`src/rtl/adder_8bit.sv`:
```
// Registered ripple-carry adder: {cout,sum} = a + b + cin, one cycle latency.
// Define ADDER_8BIT_OVF_EN to add the registered signed-overflow output ovf.
module adder_8bit #(
    parameter int WIDTH = 8
) (
    input  logic             clk,
    input  logic             rst_n,
    input  logic [WIDTH-1:0] a,
    input  logic [WIDTH-1:0] b,
    input  logic             cin,
    output logic [WIDTH-1:0] sum,
    output logic             cout
`ifdef ADDER_8BIT_OVF_EN
    ,
    output logic             ovf
`endif
);

    logic [WIDTH:0]   c;
    logic [WIDTH-1:0] s;

    // Explicit full-adder chain; c[i+1] depends only on bit i and c[i].
    always_comb begin
        c    = '0;
        s    = '0;
        c[0] = cin;
        for (int i = 0; i < WIDTH; i++) begin
            s[i]   = a[i] ^ b[i] ^ c[i];
            c[i+1] = (a[i] & b[i]) | (c[i] & (a[i] ^ b[i]));
        end
    end

`ifdef ADDER_8BIT_OVF_EN
    logic ovf_d;

    always_comb begin
        ovf_d = (a[WIDTH-1] == b[WIDTH-1]) && (s[WIDTH-1] != a[WIDTH-1]);
    end
`endif

    always_ff @(posedge clk or negedge rst_n) begin
        if (!rst_n) begin
            sum  <= '0;
            cout <= 1'b0;
`ifdef ADDER_8BIT_OVF_EN
            ovf  <= 1'b0;
`endif
        end else begin
            sum  <= s;
            cout <= c[WIDTH];
`ifdef ADDER_8BIT_OVF_EN
            ovf  <= ovf_d;
`endif
        end
    end

endmodule

```
`config.mk`:
```
export PLATFORM = sky130hd
export DESIGN_NAME = adder_8bit
export DESIGN_NICKNAME = d
export VERILOG_FILES = /design/src/rtl/adder_8bit.sv
export SDC_FILE = /design/constraint.sdc
export NUM_CORES = 1
export LEC_CHECK = 0
export CAP_MARGIN = 20
export CORE_AREA = 10 10 47 49
export CTS_CLUSTER_DIAMETER = 80
export DETAILED_ROUTE_END_ITERATION = 7
export DIE_AREA = 0 0 57 59
export GPL_ROUTABILITY_DRIVEN = 0
export HOLD_SLACK_MARGIN = 0.1
export PLACE_DENSITY = 0.83
export SETUP_SLACK_MARGIN = 0.1
export SYNTH_ARGS = -nofsm -noshare
export SYNTH_HDL_FRONTEND = slang
export SYNTH_SLANG_ARGS = --single-unit
```
`constraint.sdc`:
```
create_clock -name clk -period 0.8 [get_ports clk]
set_input_delay 0.08 -clock clk [delete_from_list [all_inputs] [get_ports clk]]
set_output_delay 0.08 -clock clk [all_outputs]
set_load 0.01 [all_outputs]
```
# Word-level counts from Yosys, hierarchy flattened
# Cells that the tools add are included.
totals:
  regBits: 9
  in_bits: 19
  out_inout_bits: 9
classes:
  bitwise: 40
op_table:
  columns: ["cell", "count"]
  rows:
  - ["$and A1 B1 Y1", 16]
  - ["$xor A1 B1 Y1", 16]
  - ["$or A1 B1 Y1", 8]

# Longest topological paths before layout
# Gate-level depths: netlist of the first run.
logic_depth:
  ltp_word: 17
  depth_mapped: 12
  mapped_depth_nobuf: 12

# Worst setup path after synthesis of the first run
# Ideal clock, no wire load.
synth_timing:
  path_type: "input-to-reg"
  start: "input a[0]"
  end: "register sum[7]"
  arrival_ns: 3.105
  required_time_ns: 0.736
  path_slack_ns: -2.369
  path_stages: 12
  path_buffers: 0
  cell_sequence: "fa_1 > inv_1 > fa_1 > inv_1 > fa_1 > fa_1 > fa_1 > fa_1 > fa_1 > inv_1 > fa_1 > inv_1"
synth_via:
  elab_chain_cells: 16
  word_cells_on_any_way: 17
  cone_classes: "17 x bitwise"
synth_rtl:
  columns: ["element", "line", "rtl"]
  rows:
  - ["from (decl)", "8", "input logic [WIDTH-1:0] a,"]
  - ["$xor A1 B1 Y1", "29", "c[i+1] = (a[i] & b[i]) | (c[i] & (a[i] ^ b[i]));"]
  - ["$and A1 B1 Y1", "29", null]
  - ["$or A1 B1 Y1 (*)", "29", null]
  - ["$and A1 B1 Y1 (*)", "29", null]
  - ["$or A1 B1 Y1 (*)", "29", null]
  - ["$and A1 B1 Y1 (*)", "29", null]
  - ["$or A1 B1 Y1 (*)", "29", null]
  - ["$and A1 B1 Y1 (*)", "29", null]
  - ["$or A1 B1 Y1 (*)", "29", null]
  - ["$and A1 B1 Y1 (*)", "29", null]
  - ["$or A1 B1 Y1 (*)", "29", null]
  - ["$and A1 B1 Y1 (*)", "29", null]
  - ["$or A1 B1 Y1 (*)", "29", null]
  - ["$and A1 B1 Y1 (*)", "29", null]
  - ["$or A1 B1 Y1 (*)", "29", null]
  - ["$xor A1 B1 Y1 (*)", "28", "s[i] = a[i] ^ b[i] ^ c[i];"]
  - ["named net s[7]", "20", "logic [WIDTH-1:0] s;"]
  - ["to (signal assigned)", "49", "sum <= s;"]
  - ["to (decl)", "11", "output logic [WIDTH-1:0] sum,"]
# Mark *: on every way through the listed nets, which the timed path passes. The rest lies on a longest branch.

# Final worst setup path of the first run
layout_timing:
  start: "input b[0]"
  end: "register sum[7]"
layout_via:
  elab_chain_cells: 16
  word_cells_on_any_way: 17
  cone_classes: "17 x bitwise"
layout_rtl:
  columns: ["element", "line", "rtl"]
  rows:
  - ["from (decl)", "9", "input logic [WIDTH-1:0] b,"]
  - ["$xor A1 B1 Y1", "29", null]
  - ["$and A1 B1 Y1", "29", null]
  - ["$or A1 B1 Y1 (*)", "29", null]
  - ["$and A1 B1 Y1 (*)", "29", null]
  - ["$or A1 B1 Y1 (*)", "29", null]
  - ["$and A1 B1 Y1 (*)", "29", null]
  - ["$or A1 B1 Y1 (*)", "29", null]
  - ["$and A1 B1 Y1 (*)", "29", null]
  - ["$or A1 B1 Y1 (*)", "29", null]
  - ["$and A1 B1 Y1 (*)", "29", null]
  - ["$or A1 B1 Y1 (*)", "29", null]
  - ["$and A1 B1 Y1 (*)", "29", null]
  - ["$or A1 B1 Y1 (*)", "29", null]
  - ["$and A1 B1 Y1 (*)", "29", null]
  - ["$or A1 B1 Y1 (*)", "29", null]
  - ["$xor A1 B1 Y1 (*)", "28", null]
  - ["named net s[7]", "20", null]
# Marks and branches as above.

==> results of run 1 <==
-- cell families after synthesis --
kind of cell | count (synthesis) | share of synthesized area
adder cells (fa/ha/maj) | 8 | 0.379
flip-flops | 9 | 0.533
buffers and inverters | 10 | 0.0888
-- power breakdown --
group	total, mW	switching [mW]	internal (mW)
Sequential	0.555	0.0184	0.536
Clock	0.329	0.138	0.191
Combinational	0.376	0.169	0.207
Total	1.26	0.325	0.934
-- timing repair --
item                                    in CTS  in global routing
endpoints found under the setup margin      18                 17
pin swaps                                    8                  8
resized for setup                           53                  4
-- per-stage QoR --
stage	total power, mW	TNS [ns]	hold WS [ns]	instances	util
after floorplan	0.701	-10.26	-0.216	27	-
after global placement	0.997	-15.57	0.376	70	0.523
after detailed placement	1.01	-15.86	0.383	70	0.523
after CTS	1.27	-10.06	0.104	74	0.502
after global routing	1.34	-10.10	0.112	74	0.515
final	1.26	-9.44	0.105	74	0.515
-- final cells by class --
class / instances / area share
timing repair buffer: 27 / 0.322
sequential: 9 / 0.312
multi-input combinational: 8 / 0.250
inverter: 10 / 0.0520
clock buffer: 4 / 0.0364
tap: 16 / 0.0277
-- flip-flops by register name, indices dropped and copies added (netlist names) --
name,cells
cout,1
sum,8
-- how the worst min path moves through the flow --
stage,start,endpoint,slack [ns],cells past startpoint
2_1_floorplan,rst_n,cout$_DFF_PN0_,-0.22,0
3_3_place_gp,rst_n,sum[6]$_DFF_PN0_,0.38,1
3_5_place_dp,rst_n,sum[7]$_DFF_PN0_,0.38,1
4_1_cts,rst_n,sum[4]$_DFF_PN0_,0.10,1
5_1_grt,a[0],sum[0]$_DFF_PN0_,0.11,2
6_report,rst_n,sum[4]$_DFF_PN0_,0.10,1
-- cells in the final DEF (no fill, tap or decap) --
master / instances
buf_6: 4
dfrtp_1: 9
inv_2: 6
dlygate4sd2_1: 2
inv_1: 4
clkbuf_4: 3
clkbuf_1: 1
clkdlybuf4s50_1: 13
fa_2: 8
buf_2: 8
-- worst max-delay path, delay by kind of cell --
kind,cells,cell delay (ns)
adder cells (fa/ha/maj),8,2.71
buffers and inverters,5,0.30
-- routing by layer --
metal	vias to the layer above	wire length [um]	track usage
li1	132	-	-
met1	138	270	0.0511
met2	18	499	0.0930
met3	2	114	0.0322
met4	0	23	0.0705
met5	-	0	0
==> reports/results.ini, run 1 <==
[outcome]
status = finished with violations
violations = negative setup slack

[yosys]
synth_top_area_share = 0.533
synth_edf_count = 0
async_flop_share = 1.00
post-synth-top-count-cell = inv_1
synth.distinct_cells = 3
ys_seq_area_frac = 0.533
synth_nets = 54
ys_top_cells_by_area = dfrtp_1 (53%), fa_1 (38%), inv_1 (8.9%)
yosysTopAreaCell = dfrtp_1
netlist_instances = 27
yosysWarnings = 0
synth-main-ff-cell = dfrtp_1
synth-seq-cells = 9
postSynthAreaPerCell_um2 = 15.7
netlist_area_um2 = 423
synthTopCellsByCount = inv_1 (10), dfrtp_1 (9), fa_1 (8)

[floorplan]
io_pins = 28
start_util = 0.302
dieArea_mm2 = 0.00336
std_cell_rows = 14
die_h_um = 59
die_w_um = 57
coreArea_mm2 = 0.00140

[placed_design]
hpwl_um = 837
place_area_um2 = 733
numPortBuffers = 27
place_ws_ns = -2.74

[clocking]
cts_made_buffers = 3
cts_setup_buffers = 0
cts_tree = done
cts.sinks = 9
clk_pin_slew_ns = 0.06
ctsHoldBuffers = 0
cts-root-buf = clkbuf_4
clockBufferDepth = 2
htree_levels = 1

[timing]
timing_max_transition_violations_final = 0
finalSetupViolations = 17
max_freq_mhz = 345
fin_crit_sh = 3.62
fin_ws_ns = -2.10
relSlewSlack = 0.756
period_needed_ns = 2.90
tightest_slew_ns = 0.365
hold_viol_final = 0
rsz0062_at_grt = yes

[route]
totalWireLength_um = 907
first_iter_violations = 6
routedWlPerCell_um = 12.3
first_pass_iters = 2
drc = 0
ant_nets = 0
vias_per_cell = 3.92
vias = 290

[power_and_ir_drop]
power_density_mw_per_mm2 = 1740
p_leak_nw = 0.336
vdd_drop_max_mv = 0.573

[global_routing]
first_global_vias = 348
grt_max_degree = 10
grt_pass1_wl_mm = 1.52
antenna_found_initial = 0
grtUsageTotal = 0.0602
gr-total-overflow = 0

[critical_path]
worst_path_max_delay_cell = fa_2
critPathLaunchType = input pin
startpoint = b[0]
worst_path_largest_cell_delay_ns = 0.42
critPathKind = input pin to flip-flop
cp-end-kind = flip-flop
endpoint = sum[7]$_DFF_PN0_
path_cells = buf_6, fa_2, inv_2, fa_2, inv_2, fa_2, fa_2, fa_2, fa_2, fa_2, inv_2, fa_2, inv_2
worst_path_most_repeated_cell = fa_2
critical_path_required_ns = 0.99
path_max_fanout = 1
cp.arrival_ns = 3.09

[final_layout]
final_nets = 86
antenna_cells = 0
fin_area_um2 = 722
drive_above_1_share = 0.500
multiInputGateArea_um2 = 180
area_growth_pct = 70.7
fillers = 134
final-seq-area_um2 = 225

[worst_hold_path]
hold_path.class = input pin to asynchronous set/reset pin

[run]
maxCapViolCount = 0

No activity file was read; power rests on OpenSTA's default activity.
==> run 2, diff against run 1 <==
- GPL_TIMING_DRIVEN: unset -> 1
- clock period: 0.8 -> 3.05 ns (I/O delays scaled with it)
==> reports/results.ini, run 2 (synthesis results as in run 1) <==
[clocking]
cts_made_buffers = 3  ; unchanged
ctsHoldBuffers = 0  ; unchanged
cts.sinks = 9  ; unchanged
cts_tree = done
htree_levels = 1  ; unchanged
clockBufferDepth = 2  ; unchanged
cts-root-buf = clkbuf_4
clk_pin_slew_ns = 0.05  ; about the same

[final_layout]
final_common_cell = clkdlybuf4s50_1
area_growth_pct = 79.0
top_regs = sum (8), cout (1)
final_cell_mix = clkdlybuf4s50_1 (24), dfrtp_1 (9), fa_2 (8)
antenna_cells = 0  ; unchanged
fin_area_um2 = 757  ; +4.9%
regMostFlops = sum
final_nets = 86  ; unchanged
largest_register_ffs = 8  ; unchanged
final_util = 0.540  ; +0.0250
stdcell_count = 74  ; unchanged
drive_above_1_share = 0.345  ; -0.155

[global_routing]
first_global_vias = 359  ; +3.2%
gr-total-overflow = 0  ; unchanged
antenna_found_initial = 0  ; unchanged
grt_max_degree = 10  ; unchanged
grt_pass1_wl_mm = 1.59  ; +4.5%
grtUsageTotal = 0.0616  ; +0.00137

[placed_design]
numPortBuffers = 27  ; unchanged
dp.cells = 70  ; unchanged
place_area_um2 = 733  ; unchanged
hpwl_um = 907  ; +8.3%
place_ws_ns = -0.738  ; +2.00 ns

[critical_path]
worst_path_most_repeated_cell = fa_2
critPathKind = input pin to flip-flop
critical_path_required_ns = 3.24  ; +2.25 ns
path_cells = buf_6, fa_2, inv_2, fa_2, inv_2, fa_2, fa_2, fa_2, fa_2, fa_2, inv_2, fa_2, inv_2
crit_buf_inv = 5  ; unchanged
cp-end-kind = flip-flop
worst_path_max_delay_cell = fa_2
crit_family = adder cells
cp.arrival_ns = 3.34  ; +0.25 ns
crit_cells = 13  ; unchanged
critPathLaunchType = input pin
path_max_fanout = 1  ; unchanged
worst_path_largest_cell_delay_ns = 0.42  ; about the same

[timing]
finalSetupViolations = 1  ; -16
max_freq_mhz = 317
hold_viol_final = 0  ; unchanged
tightest_slew_ns = 0.363  ; -0.00202 ns
hold_slack_ns = 0.336  ; +0.231 ns
relSlewSlack = 0.757  ; +0.00135
period_needed_ns = 3.16
timing_max_transition_violations_final = 0  ; unchanged
rsz0062_at_grt = yes
fin_ws_ns = -0.107  ; +1.99 ns
fin_crit_sh = 1.04

[floorplan]
dieArea_mm2 = 0.00336  ; unchanged
io_pins = 28  ; unchanged
std_cell_rows = 14  ; unchanged
die_h_um = 59  ; unchanged
start_util = 0.302  ; unchanged
die_w_um = 57  ; unchanged
coreArea_mm2 = 0.00140  ; unchanged

[route]
first_pass_iters = 1  ; -1
routedWlPerCell_um = 12.9  ; +5.4%
first_iter_violations = 0  ; -6
drc = 0  ; unchanged
vias = 294  ; +1.4%
vias_per_cell = 3.97  ; +1.4%
totalWireLength_um = 956  ; +5.4%
ant_nets = 0  ; unchanged

[outcome]
violations = negative setup slack
status = finished with violations

[run]
maxCapViolCount = 0  ; unchanged

[worst_hold_path]
hold_path.class = input pin to asynchronous set/reset pin

[power_and_ir_drop]
p_leak_nw = 0.328  ; -2.1%
vdd_drop_max_mv = 0.160  ; -72%
power_density_mw_per_mm2 = 458  ; -74%

==> run 2: per-layer routing <==
metal | vias to the layer above | share of wire | global-route usage
li1 | 134 | - | -
met1 | 140 | 0.31 | 0.0562
met2 | 18 | 0.55 | 0.0961
met3 | 2 | 0.11 | 0.0322
met4 | 0 | 0.024 | 0.0604
met5 | - | 0 | 0
==> run 2: repair_timing <==
action                     in CTS  in global routing
pin swaps                       8                  8
setup endpoints to repair       3                  2
buffers inserted                0                  0
resized for setup              14                  3
==> run 2: worst paths after layout <==
check | start | endpoint | slack [ns]
min in group clk | cin | sum[0]$_DFF_PN0_ | 0.36
hold / removal | rst_n | sum[6]$_DFF_PN0_ | 0.34
setup / recovery | a[0] | sum[7]$_DFF_PN0_ | -0.11
max in group asynchronous | rst_n | sum[7]$_DFF_PN0_ | 2.45
==> run 2: area by class of cell <==
cell class	count	area, um^2
fillers	129	644
inverters	10	37.5
multi-input cells	8	180
repair buffers	27	268
clock buffers	4	26.3
flip-flops and latches	9	225
well taps	16	20.0
==> run 2: metrics by stage <==
| step | TNS (ns) | power (mW) |
|---|---|---|
| after CTS | -0.229 | 0.354 |
| after global routing | -0.178 | 0.368 |
| after detailed placement | -1.65 | 0.268 |
| after floorplan | -0.172 | 0.184 |
| after global placement | -1.48 | 0.261 |
| final | -0.107 | 0.347 |
==> run 2: report_power, final <==
group	internal, mW	switching (mW)	leakage (nW)
Clock	0.0499	0.0338	0.0150
Combinational	0.0722	0.0445	0.209
Sequential	0.141	0.00531	0.105
==> run 3, diff against run 2 <==
- CORE_AREA: 10 10 47 49 -> 2 2 39 41
- DIE_AREA: 0 0 57 59 -> 0 0 41 43
==> reports/results.ini, run 3 (synthesis results as in run 1) <==
[outcome]
status = finished with violations
violations = negative setup slack

[floorplan]
io_pins = 28  ; unchanged
std_cell_rows = 14  ; unchanged
die_w_um = 41  ; -28%
dieArea_mm2 = 0.00176  ; -48%
die_h_um = 43  ; -27%
coreArea_mm2 = 0.00138  ; -1.2%
start_util = 0.306  ; +0.00382

[final_layout]
final_nets = 86  ; unchanged
antenna_cells = 0  ; unchanged
final_cell_mix = clkdlybuf4s50_1 (24), dfrtp_1 (9), fa_2 (8)
area_growth_pct = 80.5
stdcell_count = 74  ; unchanged
drive_above_1_share = 0.293  ; -0.0517
regMostFlops = sum
largest_register_ffs = 8  ; unchanged
final_common_cell = clkdlybuf4s50_1
top_regs = sum (8), cout (1)

[critical_path]
worst_path_largest_cell_delay_ns = 0.41  ; about the same
critPathKind = input pin to flip-flop
worst_path_max_delay_cell = fa_2
critPathLaunchType = input pin
path_cells = buf_6, fa_2, inv_2, fa_2, inv_2, fa_2, fa_2, fa_2, fa_2, fa_2, inv_2, fa_2, inv_1
path_max_fanout = 1  ; unchanged
cp.arrival_ns = 3.30  ; -0.04 ns
worst_path_most_repeated_cell = fa_2
cp-end-kind = flip-flop
critical_path_required_ns = 3.24  ; about the same

[clocking]
ctsHoldBuffers = 0  ; unchanged
cts.sinks = 9  ; unchanged
cts_made_buffers = 3  ; unchanged
cts_tree = done
cts-root-buf = clkbuf_4
htree_levels = 1  ; unchanged
clk_pin_slew_ns = 0.05  ; about the same
clockBufferDepth = 2  ; unchanged

[route]
totalWireLength_um = 696  ; -27%
vias = 295  ; +0.34%
wl_met3_um = 63  ; -42%
first_pass_iters = 1  ; unchanged
wl_met2_um = 378  ; -28%
wl_met1_um = 208  ; -29%
top_layer_used = met4
first_iter_violations = 0  ; unchanged
routedWlPerCell_um = 9.41  ; -27%
vias_per_cell = 3.99  ; +0.34%
drc = 0  ; unchanged
ant_nets = 0  ; unchanged

[timing]
rsz0062_at_grt = yes
period_needed_ns = 3.11  ; -0.0494 ns
max_freq_mhz = 322  ; +1.6%
tightest_slew_ns = 0.354  ; -0.00915 ns
hold_viol_final = 0  ; unchanged
fin_ws_ns = -0.0575  ; +0.0494 ns
timing_max_transition_violations_final = 0  ; unchanged
finalSetupViolations = 1  ; unchanged
final.setup.tns_ns = -0.0575  ; +0.0494 ns
relSlewSlack = 0.764  ; +0.00612
fin_crit_sh = 1.02  ; -0.0162

[worst_hold_path]
hold_path.class = input pin to asynchronous set/reset pin

[global_routing]
first_global_vias = 309  ; -14%
antenna_found_initial = 0  ; unchanged
grt_max_degree = 10  ; unchanged
grt_pass1_wl_mm = 1.12  ; -29%
gr-total-overflow = 0  ; unchanged
grtUsageTotal = 0.108  ; +0.0463

[placed_design]
dp.cells = 70  ; unchanged
hpwl_um = 645  ; -29%
numPortBuffers = 27  ; unchanged

[power_and_ir_drop]
vdd_drop_max_mv = 0.122  ; -23%
power_density_mw_per_mm2 = 451  ; -1.5%
p_sw_mw = 0.0817  ; -2.3%
share_comb_of_total_power = 0.328  ; -0.009
p_leak_nw = 0.334  ; +1.6%
seqPwrFrac = 0.422  ; about the same
clockPowerShare = 0.249  ; +0.008
internal-power_mw = 0.262  ; -0.19%
swShare = 0.237  ; -0.00396

[run]
maxCapViolCount = 0  ; unchanged

-- run 3: changes by cell type in the layout (fill, tap and decap cells not counted) --
cell	delta
buf_2	-1
inv_2	-3
inv_1	+3
buf_6	+1
-- run 3: metal layers --
metal / GRT usage / vias up
met5: 0 / -
met4: 0.160 / 0
met3: 0.00524 / 4
met2: 0.166 / 20
met1: 0.0938 / 139
li1: - / 132
-- run 3: repair_timing --
item                                    4_1_cts  5_1_grt
resized for setup                            13        2
buffers inserted                              0        0
pin swaps                                     8        8
endpoints found under the setup margin        3        2
-- run 3: path summary, 6_finish.rpt --
path | startpoint | to | slack, ns | cells past startpoint
worst max-delay path | b[0] | sum[7]$_DFF_PN0_ | -0.06 | 13
max in group asynchronous | rst_n | sum[0]$_DFF_PN0_ | 2.47 | 1
worst min-delay path | rst_n | cout$_DFF_PN0_ | 0.33 | 1
min in group clk | a[0] | sum[0]$_DFF_PN0_ | 0.34 | 2
-- run 3: power by group through the flow --
stage          Sequential [mW]  Combinational, mW  Clock (mW)
2_1_floorplan            0.161             0.0233           0
3_3_place_gp             0.148              0.112           0
3_5_place_dp             0.148              0.115           0
4_1_cts                  0.146              0.115      0.0903
5_1_grt                  0.148              0.127      0.0931
6_report                 0.145              0.113      0.0858
-- run 3: stage by stage --
step	utilization	total power [mW]	hold WS, ns	instance area [um^2]	setup slack [ns]
floorplan	-	0.184	0.00941	443	-0.172
global placement	0.530	0.259	0.599	733	-0.683
finish	0.552	0.344	0.327	763	-0.0575
global route	0.552	0.368	0.330	763	-0.133
CTS	0.542	0.351	0.328	751	-0.178
detailed placement	0.530	0.263	0.605	733	-0.703
-- run 3: worst max-delay path, delay by kind of cell --
kind / cells / cell delay (ns)
adders and majority gates: 8 / 2.69
buffers and inverters: 5 / 0.30
-- run 3: layout make-up --
class                           count  area [um^2]
Inverter                           10         37.5
Tap cell                           16         20.0
Multi-Input combinational cell      8          180
Sequential cell                     9          225
Fill cell                         123          621
Clock buffer                        4         26.3
Timing Repair Buffer               27          274
